## config.mk

```make
export PLATFORM = sky130hd
export DESIGN_NAME = mode_counter
export DESIGN_NICKNAME = d
export VERILOG_FILES = /design/src/rtl/mode_counter.sv
export SDC_FILE = /design/constraint.sdc
export NUM_CORES = 1
export LEC_CHECK = 0
export BUFFER_PORTS_ARGS = -buffer_cell sky130_fd_sc_hd__buf_2
export CAP_MARGIN = 10
export CORE_MARGIN = 5
export CORE_UTILIZATION = 35
export CTS_BUF_LIST = sky130_fd_sc_hd__clkbuf_8
export DETAILED_ROUTE_END_ITERATION = 7
export PLACE_DENSITY = 0.62
export SLEW_MARGIN = 15
export SYNTH_ARGS = -nofsm -noshare
export SYNTH_HDL_FRONTEND = slang
export SYNTH_SLANG_ARGS = --single-unit
```

## constraint.sdc

```tcl
create_clock -name clk -period 2.41 [get_ports clk]
set_input_delay 0.1205 -clock clk [delete_from_list [all_inputs] [get_ports clk]]
set_output_delay 0.1205 -clock clk [all_outputs]
set_load 0.02 [all_outputs]
```

## src/rtl/mode_counter.sv

```systemverilog
// Loadable up/down counter with wrap, saturate, one-shot and hold modes.
// Counts 0..MODULUS-1 and raises a terminal-count pulse, a sticky overflow flag and a one-shot done flag.
module mode_counter #(
    parameter int WIDTH   = 4,
    parameter int MODULUS = 10
) (
    input  logic             clk,
    input  logic             rst,
    input  logic             en,
    input  logic             load,
    input  logic             up,
    input  logic [1:0]       mode,
    input  logic [WIDTH-1:0] din,
    output logic [WIDTH-1:0] q,
    output logic             tc,
    output logic             ovf,
    output logic             done
);

    if (WIDTH < 2 || MODULUS < 2 || MODULUS > (2 ** WIDTH)) begin : g_param_check
        $fatal(1, "mode_counter: illegal WIDTH/MODULUS combination");
    end

    localparam logic [WIDTH-1:0] MAXV    = WIDTH'(MODULUS - 1);
    localparam logic [WIDTH:0]   MOD_EXT = (WIDTH + 1)'(MODULUS);

    localparam logic [1:0] MODE_WRAP = 2'b00;
    localparam logic [1:0] MODE_SAT  = 2'b01;
    localparam logic [1:0] MODE_ONE  = 2'b10;
    localparam logic [1:0] MODE_HOLD = 2'b11;

    typedef enum logic {
        RUN,
        DONE
    } state_t;

    state_t           state_q;
    logic [WIDTH-1:0] cnt_q;
    logic             tc_q;
    logic             ovf_q;

    logic [WIDTH-1:0] cnt_d;
    logic             step_tc;
    logic             step_ovf;
    logic             step_done;
    logic             at_term;
    logic [WIDTH-1:0] moved;
    logic             moved_term;

    // Out-of-range load values are pinned to the top of the count range.
    function automatic logic [WIDTH-1:0] clamp_load(input logic [WIDTH-1:0] value);
        if ({1'b0, value} < MOD_EXT) begin
            return value;
        end
        return MAXV;
    endfunction

    always_comb begin
        at_term    = up ? (cnt_q == MAXV) : (cnt_q == '0);
        moved      = up ? (cnt_q + 1'b1) : (cnt_q - 1'b1);
        moved_term = up ? (moved == MAXV) : (moved == '0);
        cnt_d      = cnt_q;
        step_tc    = 1'b0;
        step_ovf   = 1'b0;
        step_done  = 1'b0;
        unique case (mode)
            MODE_WRAP: begin
                if (at_term) begin
                    // The wrap lands on the opposite terminal, which also counts as terminal.
                    cnt_d    = up ? '0 : MAXV;
                    step_tc  = 1'b1;
                    step_ovf = 1'b1;
                end else begin
                    cnt_d   = moved;
                    step_tc = moved_term;
                end
            end
            MODE_SAT: begin
                if (at_term) begin
                    step_ovf = 1'b1;
                end else begin
                    cnt_d   = moved;
                    step_tc = moved_term;
                end
            end
            MODE_ONE: begin
                if (at_term) begin
                    step_ovf  = 1'b1;
                    step_done = 1'b1;
                end else begin
                    cnt_d     = moved;
                    step_tc   = moved_term;
                    step_done = moved_term;
                end
            end
            MODE_HOLD: begin
                cnt_d = cnt_q;
            end
            default: begin
                cnt_d = cnt_q;
            end
        endcase
    end

    always_ff @(posedge clk) begin
        if (rst) begin
            state_q <= RUN;
            cnt_q   <= '0;
            tc_q    <= 1'b0;
            ovf_q   <= 1'b0;
        end else if (load) begin
            state_q <= RUN;
            cnt_q   <= clamp_load(din);
            tc_q    <= 1'b0;
            ovf_q   <= 1'b0;
        end else begin
            tc_q <= 1'b0;
            if (en && state_q == RUN) begin
                cnt_q <= cnt_d;
                tc_q  <= step_tc;
                if (step_ovf) begin
                    ovf_q <= 1'b1;
                end
                if (step_done) begin
                    state_q <= DONE;
                end
            end
        end
    end

    assign q    = cnt_q;
    assign tc   = tc_q;
    assign ovf  = ovf_q;
    assign done = (state_q == DONE);

endmodule

```

== Word level (Yosys, flattened, before mapping) ==
Cells that the tools add are included.

* Flip-flop bits (word level): 7
* Latch bits: 0
* Bits in writable memories: 0
* Memory bits (read-only): 0
* Bits of input ports: 11
* Output and inout bits: 7
* Word-level logic and storage cells: 48
* Memories: 0

* Add/subtract/negate cells: 2
* Multiply operators: 0
* Divide/modulo/power cells: 0
* Order comparisons: 1
* Equal/unequal tests: 7
* Shifts and indexed selects: 0
* Multiplexer cells: 20
* Bitwise logic cells: 2
* Reductions and logical operators: 12

{| class="wikitable"
|+ Operator list
! kind !! count
|-
| two-way mux 4 bit || 8
|-
| two-way mux 1 bit || 10
|-
| == test 4 bit (second input constant) || 2
|-
| logical NOT 4 bit || 2
|-
| one-hot mux 4 bit (2 select lines) || 1
|-
| OR reduction 3 bit || 2
|-
| adder 4 x 1 -> 4 bit (second input constant) || 1
|-
| == test 2 bit (second input constant) || 2
|-
| less-than comparator 4 bit (second input constant) || 1
|-
| AND reduction 2 bit || 2
|-
| OR reduction 2 bit || 2
|-
| subtractor 4 x 1 -> 4 bit (second input constant) || 1
|-
| inequality test 3 bit (second input constant) || 1
|-
| AND reduction 3 bit || 1
|-
| == test 2 x 1 -> 1 bit (second input constant) || 1
|-
| logical NOT 2 bit || 1
|-
| inequality test 2 bit (second input constant) || 1
|-
| inverter 1 bit || 2
|-
| one-hot mux 1 bit (2 select lines) || 1
|-
| nonzero test 2 bit || 1
|-
| logical AND 1 bit || 1
|}

== Longest topological paths before layout ==
* Depth in word-level cells: 7
* Mapped depth: 9

== Worst setup path before layout ==
Ideal clock, no wire load.

* Path type: register to register
* Start point: reg cnt_q[1], in the netlist q[1]
* End point: reg state_q, in the netlist done
* Library setup time: 0.127 ns
* Arrival: 1.714 ns
* Path slack: 0.569 ns
* Cell stages (with the launch flop): 6
* Buffers on the path: 0
* Period minus slack after synthesis: 1.841 ns
* Path through: dfxtp_1 -> ha_1 -> and3_1 -> or3_4 -> a311oi_1 -> nor4_1

* Cells in the longest elaborated chain, start to end: 7
* Elaborated cells between the ends (all ways): 12
* Classes of those cells: add/sub (2); eq/ne (2); mux (5); reduce/logical (3)

{| class="wikitable"
|+ Ends and longest elaborated chain
! what !! line !! text
|-
| from (decl) || 38 || <nowiki>logic [WIDTH-1:0] cnt_q;</nowiki>
|-
| from (signal assigned) || 113 || <nowiki>cnt_q <= clamp_load(din);</nowiki>
|-
| from (signal assigned) || 119 || <nowiki>cnt_q <= cnt_d;</nowiki>
|-
| subtractor 4 x 1 -> 4 bit / adder 4 x 1 -> 4 bit (equally long branches) || 60 || <nowiki>moved = up ? (cnt_q + 1'b1) : (cnt_q - 1'b1);</nowiki>
|-
| two-way mux 4 bit || 60 ||
|-
| == test 4 bit / logical NOT 4 bit (equally long branches) || 61 || <nowiki>moved_term = up ? (moved == MAXV) : (moved == '0);</nowiki>
|-
| two-way mux 1 bit || 61 ||
|-
| two-way mux 1 bit (*) || 87 || <nowiki>if (at_term) begin</nowiki>
|-
| two-way mux 1 bit (*) || 66 || <nowiki>unique case (mode)</nowiki>
|-
| AND reduction 2 bit (no line) (*) || -- ||
|-
| to (signal assigned) || 107 || <nowiki>state_q <= RUN;</nowiki>
|-
| to (signal assigned) || 112 || <nowiki>state_q <= RUN;</nowiki>
|-
| to (signal assigned) || 125 || <nowiki>state_q <= DONE;</nowiki>
|-
| to (decl) || 37 || <nowiki>state_t state_q;</nowiki>
|}

Every way passes the cells marked *; elsewhere a longest branch is shown, timed or not.
A chain may end at the register's enable or synchronous reset.

== Final worst setup path ==
* Start point: reg cnt_q[1], in the netlist q[1]
* End point: reg cnt_q[3], in the netlist q[3]

* Cells in the longest elaborated chain, start to end: 6
* Elaborated cells between the ends (all ways): 13
* Classes of those cells: add/sub (2); eq/ne (2); mux (7); reduce/logical (2)

{| class="wikitable"
|+ Ends and longest elaborated chain
! what !! line !! text
|-
| subtractor 4 x 1 -> 4 bit (tied with other cells) || 60 ||
|-
| two-way mux 4 bit / two-way mux 1 bit (equally long branches) || 60, 59 ||
|-
| two-way mux 4 bit (on tied branches) || 79, 87, 68 ||
|-
| one-hot mux 4 bit (2 select lines) || 66 ||
|-
| two-way mux 4 bit || 118 || <nowiki>if (en && state_q == RUN) begin</nowiki>
|-
| two-way mux 4 bit || 111 || <nowiki>end else if (load) begin</nowiki>
|}

Parallel ways exist; a longest one is shown, timed or not. The select of a mux whose other input is x is not followed.

==> metrics.txt <==
outcome finished, final reports clean; critical path capture point type flip-flop; FF-to-FF End q[3]$_SDFFE_PP0P_; min-delay worst type in -> reg; area grow syn2layout 22.2%; net count after synthesis between 90 and 100; Pwr per Cell Area between 500 and 600 mW/mm2; routability cong. approximately 0.86; RSZ-0062 raised after global routing false; clock sinks 7; Max Clk Rate between 500 and 600 MHz; CP Class reg -> reg; Layout Skew 2.00 ps; Longest Clk Path Bufs 2; H-tree levels 1; die height between 50 and 60 um; PostCTS Resize Cnt 0; Setup Fix Bufs, Post-CTS 0; WP data required between 2000 and 3000 ps; Tightest Pin Transition between 300 and 400 ps; cts hold-fix bufs 0; number of global-route vias before repair 577; leakage 0.369 nW; post-synthesis cell area about 640 um2; reg2reg start q[1]$_SDFFE_PP0P_; Layout Cells excl Fill ~120; placed cell count 113; flop2flop setup slack slightly below 600 ps; Initial Utilization 0.370; antenna-violating nets left 0; cell count of the worst reg-to-reg path 5; first-pass GRT wire length 2620 um; Final Hold Fails 0; grt ovf 0; antenna violations before repair 0; sequential area share after synthesis 0.220; Storage cell area approximately 140 um2; Setup violations, final 0; syn_area_per_cell around 8.6 um2; register bit total from synthesis 7; hold path endpoint q[0]$_SDFFE_PP0P_; Iter 0 DRT Violations 16; multi-input logic area roughly 460 um2; vias per cell roughly 5.2; library cells used by synthesis 35; layout cells sized above 1 0.261; port buffer count 17; core area 0.00173 mm2; Final period util 0.758; largest net degree at the start of global routing 11; drt pass-1 iters 4; YS warnings 0; die span in x 52.7 um; max_cap viols 0; n_diodes 0; Hold Startpoint din[0]; Cells on Worst Hold Path 3; Arr. time, crit path between 1500 and 2000 ps; # nets final 113; minimum clock period approximately 1800 ps; die area ~0.0028 mm2; fill count ~180; drt total wl about 1500 um; post-DP HPWL between 1000 and 1500 um; Rows 15; clock root cell clkbuf_8; vias after detailed routing 612; Gate Count Post-Synth 74; total I/O pin count 18; clock slew at reported path FFs about 40 ps; Num CTS Buffers 3; pins over their slew limit 0; Critical Path Start Type flip-flop; later-pin clock latency in the skew report approximately 230 ps; CTS tree yes; maximum VDD drop roughly 0.21 mV; DR WL/cell between 10 and 15 um; drt drc 0; worst rel slew slack 0.742; Setup TNS 0 ps; crit-path max FO 7; Total Routing Usage GR 0.127
[how the worst max path moves through the flow]
stage,start,end,slack [ps],depth (start not counted)
3_5_place_dp,up,q[3]$_SDFFE_PP0P_,570,7
5_1_grt,q[1]$_SDFFE_PP0P_,done$_SDFFE_PP0P_,430,5
3_3_place_gp,q[1]$_SDFFE_PP0P_,done$_SDFFE_PP0P_,580,5
4_1_cts,q[1]$_SDFFE_PP0P_,q[3]$_SDFFE_PP0P_,580,5
6_report,q[1]$_SDFFE_PP0P_,q[3]$_SDFFE_PP0P_,580,5
2_1_floorplan,q[1]$_SDFFE_PP0P_,done$_SDFFE_PP0P_,570,5
[cells by family (layout without fill, tap and decap cells)]
| kind of cell | Yosys count | after routing | share of synthesized area |
|---|---|---|---|
| AOI/OAI and AO/OA | 22 | 22 | 0.251 |
| buffers and inverters | 9 | 27 | 0.0666 |
| muxes | 2 | 2 | 0.0314 |
| DFF | 7 | 7 | 0.220 |
| xor gates and xnor gates | 1 | 1 | 0.0137 |
| and+or+nand+nor | 24 | 24 | 0.229 |
| adders and majority gates | 9 | 9 | 0.188 |
[Yosys cell counts]
cell	instances	share of area
a211o_1	2	0.027
nor4_1	1	0.0098
nor2_1	4	0.024
a211oi_2	1	0.020
nand2b_1	2	0.020
a21oi_1	4	0.031
nand2_1	1	0.0059
xor2_1	1	0.014
nor3_1	3	0.024
a221oi_1	2	0.027
dfxtp_1	7	0.22
or4b_4	1	0.022
nand4_1	1	0.0098
a31o_2	1	0.014
nor3b_1	2	0.024
a211oi_1	2	0.024
inv_1	6	0.035
or3_1	2	0.020
a2bb2oi_1	1	0.014
a31oi_1	2	0.020
ha_1	8	0.16
a311oi_1	2	0.027
and3_1	1	0.0098
mux2i_1	2	0.031
buf_2	1	0.0078
o21ai_0	2	0.016
o211ai_1	1	0.012
nand3_1	4	0.031
a21o_1	1	0.012
clkbuf_1	1	0.0059
o21ai_1	1	0.0078
or3b_1	1	0.014
or3_4	1	0.018
fa_1	1	0.031
buf_6	1	0.018
[area by class of cell]
type / count / area share
clock buffers: 3 / 0.0530
repair buffers: 17 / 0.109
multi-input cells: 58 / 0.584
clock inverters: 1 / 0.00482
inverters: 6 / 0.0289
well taps: 25 / 0.0401
flip-flops and latches: 7 / 0.180
[state kept, by name, summed over array words and instances, names as in the netlist]
signal,flops
done,1
tc,1
q,4
ovf,1
[report_power, final]
part | switching [mW] | internal (mW) | total (mW)
Combinational | 0.0654 | 0.0511 | 0.117
Sequential | 0.0135 | 0.123 | 0.137
Clock | 0.0564 | 0.111 | 0.167
[placed cells by master (no fill, tap or decap)]
cell type   n
and3_1      1
ha_1        8
nor3_1      3
a311oi_1    2
inv_1       7
a211oi_2    1
or3_4       1
fa_1        1
nand2_1     1
a31oi_1     2
clkbuf_8    3
or4b_4      1
nand4_1     1
o21ai_0     2
buf_2      17
mux2i_1     2
or3b_1      1
a21o_1      1
a211o_1     2
nand2b_1    2
dfxtp_1     7
a221oi_1    2
nor4_1      1
nand3_1     4
a21oi_1     4
nor2_1      4
o21ai_1     1
a2bb2oi_1   1
nor3b_1     2
xor2_1      1
or3_1       2
o211ai_1    1
a211oi_1    2
a31o_2      1
[per-stage QoR]
step,setup WS (ps),area (um2),hold slack (ps),util,total power [mW]
after floorplan,569,638,280,-,0.221
after global placement,583,734,398,0.425,0.254
after detailed placement,573,734,400,0.425,0.255
after CTS,581,779,165,0.451,0.421
after global routing,428,779,169,0.451,0.443
final,584,779,157,0.451,0.420
[layer usage]
metal | up-vias | global-route usage | routed length (um)
li1 | 315 | - | -
met1 | 281 | 0.168 | 699
met2 | 14 | 0.198 | 725
met3 | 2 | 0.0342 | 90
met4 | 0 | 0.0383 | 19
met5 | - | 0 | 0
[worst max-delay path, cell delays in order, from the launching register on]
cell and delay (ps):
dfxtp_1 480, ha_1 320, and3_1 190, or3_4 380, a211o_1 290, o211ai_1 90
Note: power is estimated with default switching activity, not from simulation.
